[src/rtl/char_console_if.sv]
// Byte-stream input and VRAM write-port bundle for char_console_writer.
// The master modport is the writer side; the slave modport is the byte source / VRAM side.
interface char_console_if;
  logic        i_ch_valid;
  logic [7:0]  i_ch_data;
  logic [11:0] i_color;
  logic        o_ch_ready;
  logic [15:0] o_wraddr;
  logic [3:0]  o_byteen;
  logic        o_wren;
  logic [31:0] o_wrdata;
  logic [6:0]  o_cur_col;
  logic [5:0]  o_cur_row;
  logic        o_busy;

  modport master (
    input  i_ch_valid, i_ch_data, i_color,
    output o_ch_ready, o_wraddr, o_byteen, o_wren, o_wrdata,
    output o_cur_col, o_cur_row, o_busy
  );

  modport slave (
    output i_ch_valid, i_ch_data, i_color,
    input  o_ch_ready, o_wraddr, o_byteen, o_wren, o_wrdata,
    input  o_cur_col, o_cur_row, o_busy
  );
endinterface

[src/rtl/char_console_writer.sv]
// Terminal-style writer: ASCII stream in, cursor-tracked VRAM word writes out.
// Optional macro CLRLINE_EN clears each newly entered row when the cursor advances a row.
module char_console_writer #(
  parameter int unsigned COLS     = 80,
  parameter int unsigned ROWS     = 50,
  parameter logic [7:0]  CLR_CHAR = 8'h20
) (
  input  logic          i_clk,
  input  logic          i_rst_n,
  char_console_if.master bus
);

  typedef enum logic [1:0] {
    S_IDLE   = 2'd0,
    S_DECODE = 2'd1,
    S_CLEAR  = 2'd2
  } state_t;

  localparam logic [6:0]  LAST_COL     = 7'(COLS - 1);
  localparam logic [5:0]  LAST_ROW     = 6'(ROWS - 1);
  localparam logic [11:0] SCREEN_CELLS = 12'(COLS * ROWS);
  localparam logic [11:0] ROW_CELLS    = 12'(COLS);
`ifdef CLRLINE_EN
  localparam logic        LINE_CLEAR   = 1'b1;
`else
  localparam logic        LINE_CLEAR   = 1'b0;
`endif

  // row*80 as (row<<6)+(row<<4), kept to 12 bits
  function automatic logic [11:0] f_cell_idx(input logic [5:0] row, input logic [6:0] col);
    f_cell_idx = {row, 6'd0} + {2'd0, row, 4'd0} + {5'd0, col};
  endfunction

  function automatic logic [15:0] f_addr(input logic [11:0] idx);
    f_addr = {2'b00, idx, 2'b00};
  endfunction

  function automatic logic [31:0] f_word(input logic [11:0] color, input logic [6:0] code);
    f_word = {12'h000, color, 1'b0, code};
  endfunction

  function automatic logic f_printable(input logic [7:0] b);
    f_printable = (b >= 8'h20) && (b <= 8'h7E);
  endfunction

  state_t      r_state;
  logic [7:0]  r_ch;
  logic [11:0] r_color;
  logic [6:0]  r_col;
  logic [5:0]  r_row;
  logic [11:0] r_idx;
  logic [11:0] r_clr_end;
  logic        r_ready;
  logic        r_busy;
  logic        r_wren;
  logic [3:0]  r_byteen;
  logic [15:0] r_wraddr;
  logic [31:0] r_wrdata;

  logic        w_accept;
  logic [5:0]  w_row_inc;
  logic [6:0]  w_next_col;
  logic [5:0]  w_next_row;
  logic        w_row_adv;
  logic        w_ff;
  logic        w_clr_go;
  logic [11:0] w_clr_start;
  logic [11:0] w_clr_end;

  assign w_accept = bus.i_ch_valid & r_ready;

  // Cursor update for the byte held in r_ch
  always_comb begin
    w_row_inc  = (r_row == LAST_ROW) ? 6'd0 : (r_row + 6'd1);
    w_next_col = r_col;
    w_next_row = r_row;
    w_row_adv  = 1'b0;
    w_ff       = 1'b0;
    if (f_printable(r_ch)) begin
      if (r_col == LAST_COL) begin
        w_next_col = 7'd0;
        w_next_row = w_row_inc;
        w_row_adv  = 1'b1;
      end else begin
        w_next_col = r_col + 7'd1;
      end
    end else begin
      case (r_ch)
        8'h0D: w_next_col = 7'd0;
        8'h0A: begin
          w_next_row = w_row_inc;
          w_row_adv  = 1'b1;
        end
        8'h08: begin
          if (r_col != 7'd0) begin
            w_next_col = r_col - 7'd1;
          end else begin
            w_next_col = r_col;
          end
        end
        8'h0C: begin
          w_next_col = 7'd0;
          w_next_row = 6'd0;
          w_ff       = 1'b1;
        end
        default: w_next_col = r_col;
      endcase
    end
  end

  // Clear range selection: whole screen for FF, the newly entered row for a line clear
  always_comb begin
    w_clr_go = w_ff | (LINE_CLEAR & w_row_adv);
    if (w_ff) begin
      w_clr_start = 12'd0;
      w_clr_end   = SCREEN_CELLS;
    end else begin
      w_clr_start = f_cell_idx(w_next_row, 7'd0);
      w_clr_end   = f_cell_idx(w_next_row, 7'd0) + ROW_CELLS;
    end
  end

  // Control FSM with registered bus outputs
  always_ff @(posedge i_clk or negedge i_rst_n) begin
    if (!i_rst_n) begin
      r_state   <= S_IDLE;
      r_ch      <= 8'h00;
      r_color   <= 12'h000;
      r_col     <= 7'd0;
      r_row     <= 6'd0;
      r_idx     <= 12'd0;
      r_clr_end <= 12'd0;
      r_ready   <= 1'b0;
      r_busy    <= 1'b0;
      r_wren    <= 1'b0;
      r_byteen  <= 4'b0000;
      r_wraddr  <= 16'h0000;
      r_wrdata  <= 32'h0000_0000;
    end else begin
      case (r_state)
        S_IDLE: begin
          r_busy <= 1'b0;
          if (w_accept) begin
            r_ch    <= bus.i_ch_data;
            r_color <= bus.i_color;
            r_ready <= 1'b0;
            r_state <= S_DECODE;
            // Printable bytes are written during the decode cycle itself
            if (f_printable(bus.i_ch_data)) begin
              r_wren   <= 1'b1;
              r_byteen <= 4'b0111;
              r_wraddr <= f_addr(f_cell_idx(r_row, r_col));
              r_wrdata <= f_word(bus.i_color, bus.i_ch_data[6:0]);
            end else begin
              r_wren   <= 1'b0;
              r_byteen <= 4'b0000;
            end
          end else begin
            r_ready  <= 1'b1;
            r_wren   <= 1'b0;
            r_byteen <= 4'b0000;
          end
        end
        S_DECODE: begin
          r_col <= w_next_col;
          r_row <= w_next_row;
          if (w_clr_go) begin
            r_state   <= S_CLEAR;
            r_busy    <= 1'b1;
            r_ready   <= 1'b0;
            r_wren    <= 1'b1;
            r_byteen  <= 4'b0111;
            r_wraddr  <= f_addr(w_clr_start);
            r_wrdata  <= f_word(r_color, CLR_CHAR[6:0]);
            r_idx     <= w_clr_start + 12'd1;
            r_clr_end <= w_clr_end;
          end else begin
            r_state  <= S_IDLE;
            r_busy   <= 1'b0;
            r_ready  <= 1'b1;
            r_wren   <= 1'b0;
            r_byteen <= 4'b0000;
          end
        end
        S_CLEAR: begin
          // r_idx is the next cell to write; r_clr_end is one past the last
          if (r_idx == r_clr_end) begin
            r_state  <= S_IDLE;
            r_busy   <= 1'b0;
            r_ready  <= 1'b1;
            r_wren   <= 1'b0;
            r_byteen <= 4'b0000;
          end else begin
            r_busy   <= 1'b1;
            r_ready  <= 1'b0;
            r_wren   <= 1'b1;
            r_byteen <= 4'b0111;
            r_wraddr <= f_addr(r_idx);
            r_idx    <= r_idx + 12'd1;
          end
        end
        default: begin
          r_state  <= S_IDLE;
          r_busy   <= 1'b0;
          r_ready  <= 1'b0;
          r_wren   <= 1'b0;
          r_byteen <= 4'b0000;
        end
      endcase
    end
  end

  assign bus.o_ch_ready = r_ready;
  assign bus.o_wraddr   = r_wraddr;
  assign bus.o_byteen   = r_byteen;
  assign bus.o_wren     = r_wren;
  assign bus.o_wrdata   = r_wrdata;
  assign bus.o_cur_col  = r_col;
  assign bus.o_cur_row  = r_row;
  assign bus.o_busy     = r_busy;

endmodule
[src/flat_wrapper.sv]
// flat-port wrapper written by rule: the top's interface ports become plain ports
module char_console_writer_flat 
#(
  parameter int unsigned COLS     = 80,
  parameter int unsigned ROWS     = 50,
  parameter logic [7:0]  CLR_CHAR = 8'h20
)
  (i_clk, i_rst_n, bus_i_ch_valid, bus_i_ch_data, bus_i_color, bus_o_ch_ready, bus_o_wraddr, bus_o_byteen, bus_o_wren, bus_o_wrdata, bus_o_cur_col, bus_o_cur_row, bus_o_busy);
  char_console_if bus_i ();
  input  logic i_clk;
  input  logic i_rst_n;
  input wire logic [$bits(bus_i.i_ch_valid)-1:0] bus_i_ch_valid;
  input wire logic [$bits(bus_i.i_ch_data)-1:0] bus_i_ch_data;
  input wire logic [$bits(bus_i.i_color)-1:0] bus_i_color;
  output wire logic [$bits(bus_i.o_ch_ready)-1:0] bus_o_ch_ready;
  output wire logic [$bits(bus_i.o_wraddr)-1:0] bus_o_wraddr;
  output wire logic [$bits(bus_i.o_byteen)-1:0] bus_o_byteen;
  output wire logic [$bits(bus_i.o_wren)-1:0] bus_o_wren;
  output wire logic [$bits(bus_i.o_wrdata)-1:0] bus_o_wrdata;
  output wire logic [$bits(bus_i.o_cur_col)-1:0] bus_o_cur_col;
  output wire logic [$bits(bus_i.o_cur_row)-1:0] bus_o_cur_row;
  output wire logic [$bits(bus_i.o_busy)-1:0] bus_o_busy;
  assign bus_i.i_ch_valid = bus_i_ch_valid;
  assign bus_i.i_ch_data = bus_i_ch_data;
  assign bus_i.i_color = bus_i_color;
  assign bus_o_ch_ready = bus_i.o_ch_ready;
  assign bus_o_wraddr = bus_i.o_wraddr;
  assign bus_o_byteen = bus_i.o_byteen;
  assign bus_o_wren = bus_i.o_wren;
  assign bus_o_wrdata = bus_i.o_wrdata;
  assign bus_o_cur_col = bus_i.o_cur_col;
  assign bus_o_cur_row = bus_i.o_cur_row;
  assign bus_o_busy = bus_i.o_busy;
  char_console_writer #(.COLS(COLS), .ROWS(ROWS), .CLR_CHAR(CLR_CHAR)) u_core (.i_clk(i_clk), .i_rst_n(i_rst_n), .bus(bus_i));
endmodule
[config.mk]
export PLATFORM = sky130hd
export DESIGN_NAME = char_console_writer_flat
export DESIGN_NICKNAME = d
export VERILOG_FILES = /design/src/rtl/char_console_if.sv /design/src/rtl/char_console_writer.sv /design/src/flat_wrapper.sv
export SDC_FILE = /design/constraint.sdc
export NUM_CORES = 1
export LEC_CHECK = 0
export CORE_ASPECT_RATIO = 2
export CORE_UTILIZATION = 30
export DETAILED_ROUTE_END_ITERATION = 6
export GPL_TIMING_DRIVEN = 0
export HOLD_SLACK_MARGIN = 0.03
export PLACE_DENSITY = 0.52
export SLEW_MARGIN = 20
export SYNTH_ARGS = -nofsm -noshare
export SYNTH_HDL_FRONTEND = slang
export SYNTH_SLANG_ARGS = --single-unit
export TNS_END_PERCENT = 10
[constraint.sdc]
create_clock -name i_clk -period 8.75 [get_ports i_clk]
set_clock_uncertainty 0.1 [all_clocks]
set_input_delay 1.75 -clock i_clk [delete_from_list [all_inputs] [get_ports i_clk]]
set_output_delay 1.75 -clock i_clk [all_outputs]
set_load 0.01 [all_outputs]
==> results.toml <==
[power]
seq_power_share_pct = 31.9
p_sw_share_pct = 41.87
intPower_w = 0.001267
ir_drop_v = 0.0001646
clock_power_share_pct = 18.5
p_comb_share_pct = 49.6
powerDensity_mw_per_mm2 = 334.4
p_sw_w = 0.0009129
leakage_nw = 2.898

[routing]
drt_iter0_drc = 206
dr.max_layer_used = "met4"
vias_per_cell = 5.184
wire_per_inst_um = 17.83
wl_met2_um = 9145
route.detailed.drc = 0
wl_um = 15490
wl_met1_um = 5186
drt_pass1_iterations = 4
ant_nets = 0
num_vias = 4505
wl_met3_um = 449

[timing]
slew_viol_final = 0
finalCritPeriodShare_pct = 51.61
rsz0062_at_grt = "no"
setup_viol = 0
worst_slew_pin_slew_ps = 773.1
fin_tns_setup_ps = 0
fmax_ghz = 0.2215
fin_crit_ps = 4516
max_slew_margin_pct = 47.98
hold_viol = 0

[synth]
syn_inst = 556
yosysSeqAreaShare_pct = 39.92
synth_area_mm2 = 0.005140
synth_cell_type_count = 68
synth_top_flop_cell = "dfrtp_1"
synth_edf_count = 0
synth-async-reset-ratio_pct = 100.0
syn_area_per_cell_um2 = 9.244
yosysWarnings = 0
synth-seq-cells = 82

[worst_setup_path]
crit_required_ps = 8890
path_class = "reg2reg"
start_kind = "flop"
critPathCaptureType = "flop"
cp.arrival_ps = 4660
cp_slowest_cell = "a211oi_1"
cp_max_fo = 8
path_cells = "ha_1 > and3_1 > o2111ai_1 > and2_1 > o211ai_1 > o21ai_0 > ha_1 > fa_1 > o2111ai_1 > a211oi_1 > nor4bb_1 > o21ai_0 > o221a_2"
critPathMaxStageDelay_ps = 650

[clocking]
cts-htree-levels = 3
cts_tree = "yes"
ctsResizeCount = 0
cts_buffers = 9
postCtsSetupBuffers = 0
cts_sinks = 82
clk_pin_slew_ps = 70
clockBufferDepth = 2
insertion_delay_ps = 350
cts_root_buf = "clkbuf_16"
cts_hold_buf = 0

[floorplan]
dieArea_mm2 = 0.01769
core_mm2 = 0.01677
row_count = 67
io-pin-count = 91
die_h_um = 187.1
initial_utilization_pct = 30.66
die_w_um = 94.56

[place]
gp_congestion = 0.9082
portBuffers = 72
hpwl_um = 12250

[cells_and_area]
final_nets = 708
antenna_cells = 0
n_fill_cell = 1692
areaGrowthSynthToFinish_pct = 26.85
layout_commonest_cell = "dfrtp_1"
post-route-util_pct = 38.89
drive_gt1_share_pct = 12.69
layout_common_cells = "82 x dfrtp_1, 72 x nand2_1, 71 x clkdlybuf4s50_1, 49 x o21ai_0, 34 x nor2_1"

[grt]
grt_max_degree = 48
grt_overflow = 0
grt_pass1_wl_um = 24170
antenna_found_initial = 0
track_usage_pct = 18.23
grt_pass1_vias = 4639

[status]
status = "finished clean"

[hold_path]
hold_path_class = "reg2reg"

[flow_run]
cap_violations = 0
==> layout make-up <==
cell class / count / area [um2] / area share (%)
Inverter: 18 / 67.56 / 1.036
Clock buffer: 10 / 239.0 / 3.665
Tap cell: 207 / 259.0 / 3.972
Multi-Input combinational cell: 420 / 2778 / 42.60
Timing Repair Buffer: 73 / 745.7 / 11.44
Buffer: 53 / 306.5 / 4.702
Clock inverter: 6 / 72.57 / 1.113
Sequential cell: 82 / 2052 / 31.47
==> cells in the mapped netlist, drive strengths merged (4+ instances only) <==
master	n	area (um2)
o22ai	4	25.02
ha	25	312.8
nor3	6	30.03
o211ai	4	30.03
nand4	9	56.30
a22o	7	61.31
mux2	23	259.0
a22oi	4	30.03
xnor2	7	61.31
a211oi	4	30.03
o21ai	49	245.2
inv	17	63.81
clkbuf	23	86.33
a31oi	7	43.79
or2	5	31.28
and3	4	25.02
nand3	14	70.07
mux2i	17	170.2
a21o	5	37.54
buf	30	220.2
or4b	4	51.30
dfrtp	82	2052
a21oi	30	153.9
nand2	72	270.3
nor4	5	31.28
and2	7	46.30
nor2	34	127.6
==> layer usage <==
metal,vias to the layer above,GRT usage (%)
met4,0,10.20
met3,39,2.927
met5,-,0
li1,2161,-
met1,2197,16.27
met2,108,36.40
==> logic make-up after synthesis <==
| logic type | share of synthesized area (%) |
|---|---|
| other cells | 0.07296 |
| xor+xnor | 1.704 |
| buf+inv | 7.278 |
| fa+ha+maj | 7.254 |
| compound gates | 18.48 |
| flops | 39.92 |
| simple gates | 16.94 |
| mux | 8.350 |
==> stage by stage <==
step	std cells	area [um2]	worst slack [ps]	hold WS, ps	power, W
after detailed placement	853	6208	4293	369.4	0.001784
after global placement	852	6183	2676	370.1	0.001764
final	869	6520	4234	378.7	0.002180
after floorplan	573	5204	5054	348.9	0.001332
after CTS	869	6520	4265	383.6	0.002196
after global routing	869	6520	3928	408.7	0.002330
==> power by group through the flow <==
stage / clock network (W) / logic, W / registers [W]
6_report: 0.000404 / 0.00108 / 0.000695
2_1_floorplan: 0 / 0.000641 / 0.000691
4_1_cts: 0.000414 / 0.00109 / 0.000696
5_1_grt: 0.000428 / 0.00118 / 0.000718
3_3_place_gp: 0 / 0.00107 / 0.000697
3_5_place_dp: 0 / 0.00108 / 0.000702
==> registers in the layout, indices dropped and copies added, names as in the netlist <==
| register | cells |
|---|---|
| u_core.r_clr_end | 1 |
| u_core.bus.o_cur_col | 7 |
| u_core.r_ch | 8 |
| u_core.bus.o_ch_ready | 1 |
| u_core.bus.o_byteen | 1 |
| u_core.r_idx | 12 |
| u_core.bus.o_wrdata | 19 |
| u_core.bus.o_cur_row | 6 |
| u_core.bus.o_wraddr | 12 |
| u_core.r_state | 2 |
| u_core.r_color | 12 |
| u_core.bus.o_busy | 1 |
==> worst paths after layout <==
check | start | to | slack [ps] | cells after the start
max | u_core.bus.o_cur_col[0]$_DFFE_PN0P_ | u_core.r_idx[9]$_DFFE_PN0P_ | 4230 | 13
min in group asynchronous | i_rst_n | u_core.r_color[11]$_DFFE_PN0P_ | 1270 | 1
min reg2reg | u_core.bus.o_wraddr[7]$_DFFE_PN0P_ | u_core.bus.o_wraddr[7]$_DFFE_PN0P_ | 380 | 2
min | u_core.bus.o_wraddr[7]$_DFFE_PN0P_ | u_core.bus.o_wraddr[7]$_DFFE_PN0P_ | 380 | 2
max in group asynchronous | i_rst_n | u_core.bus.o_wraddr[11]$_DFFE_PN0P_ | 6650 | 2
max reg2reg | u_core.bus.o_cur_col[0]$_DFFE_PN0P_ | u_core.r_idx[9]$_DFFE_PN0P_ | 4230 | 13
==> critical path, delay by kind of cell (launching register included) <==
family / cells / cell delay [ps]
DFF: 1 / 560
and+or+nand+nor: 3 / 860
adders and majority gates: 3 / 1140
AOI/OAI and AO/OA: 7 / 1760
(Power assumes the default switching activity.)
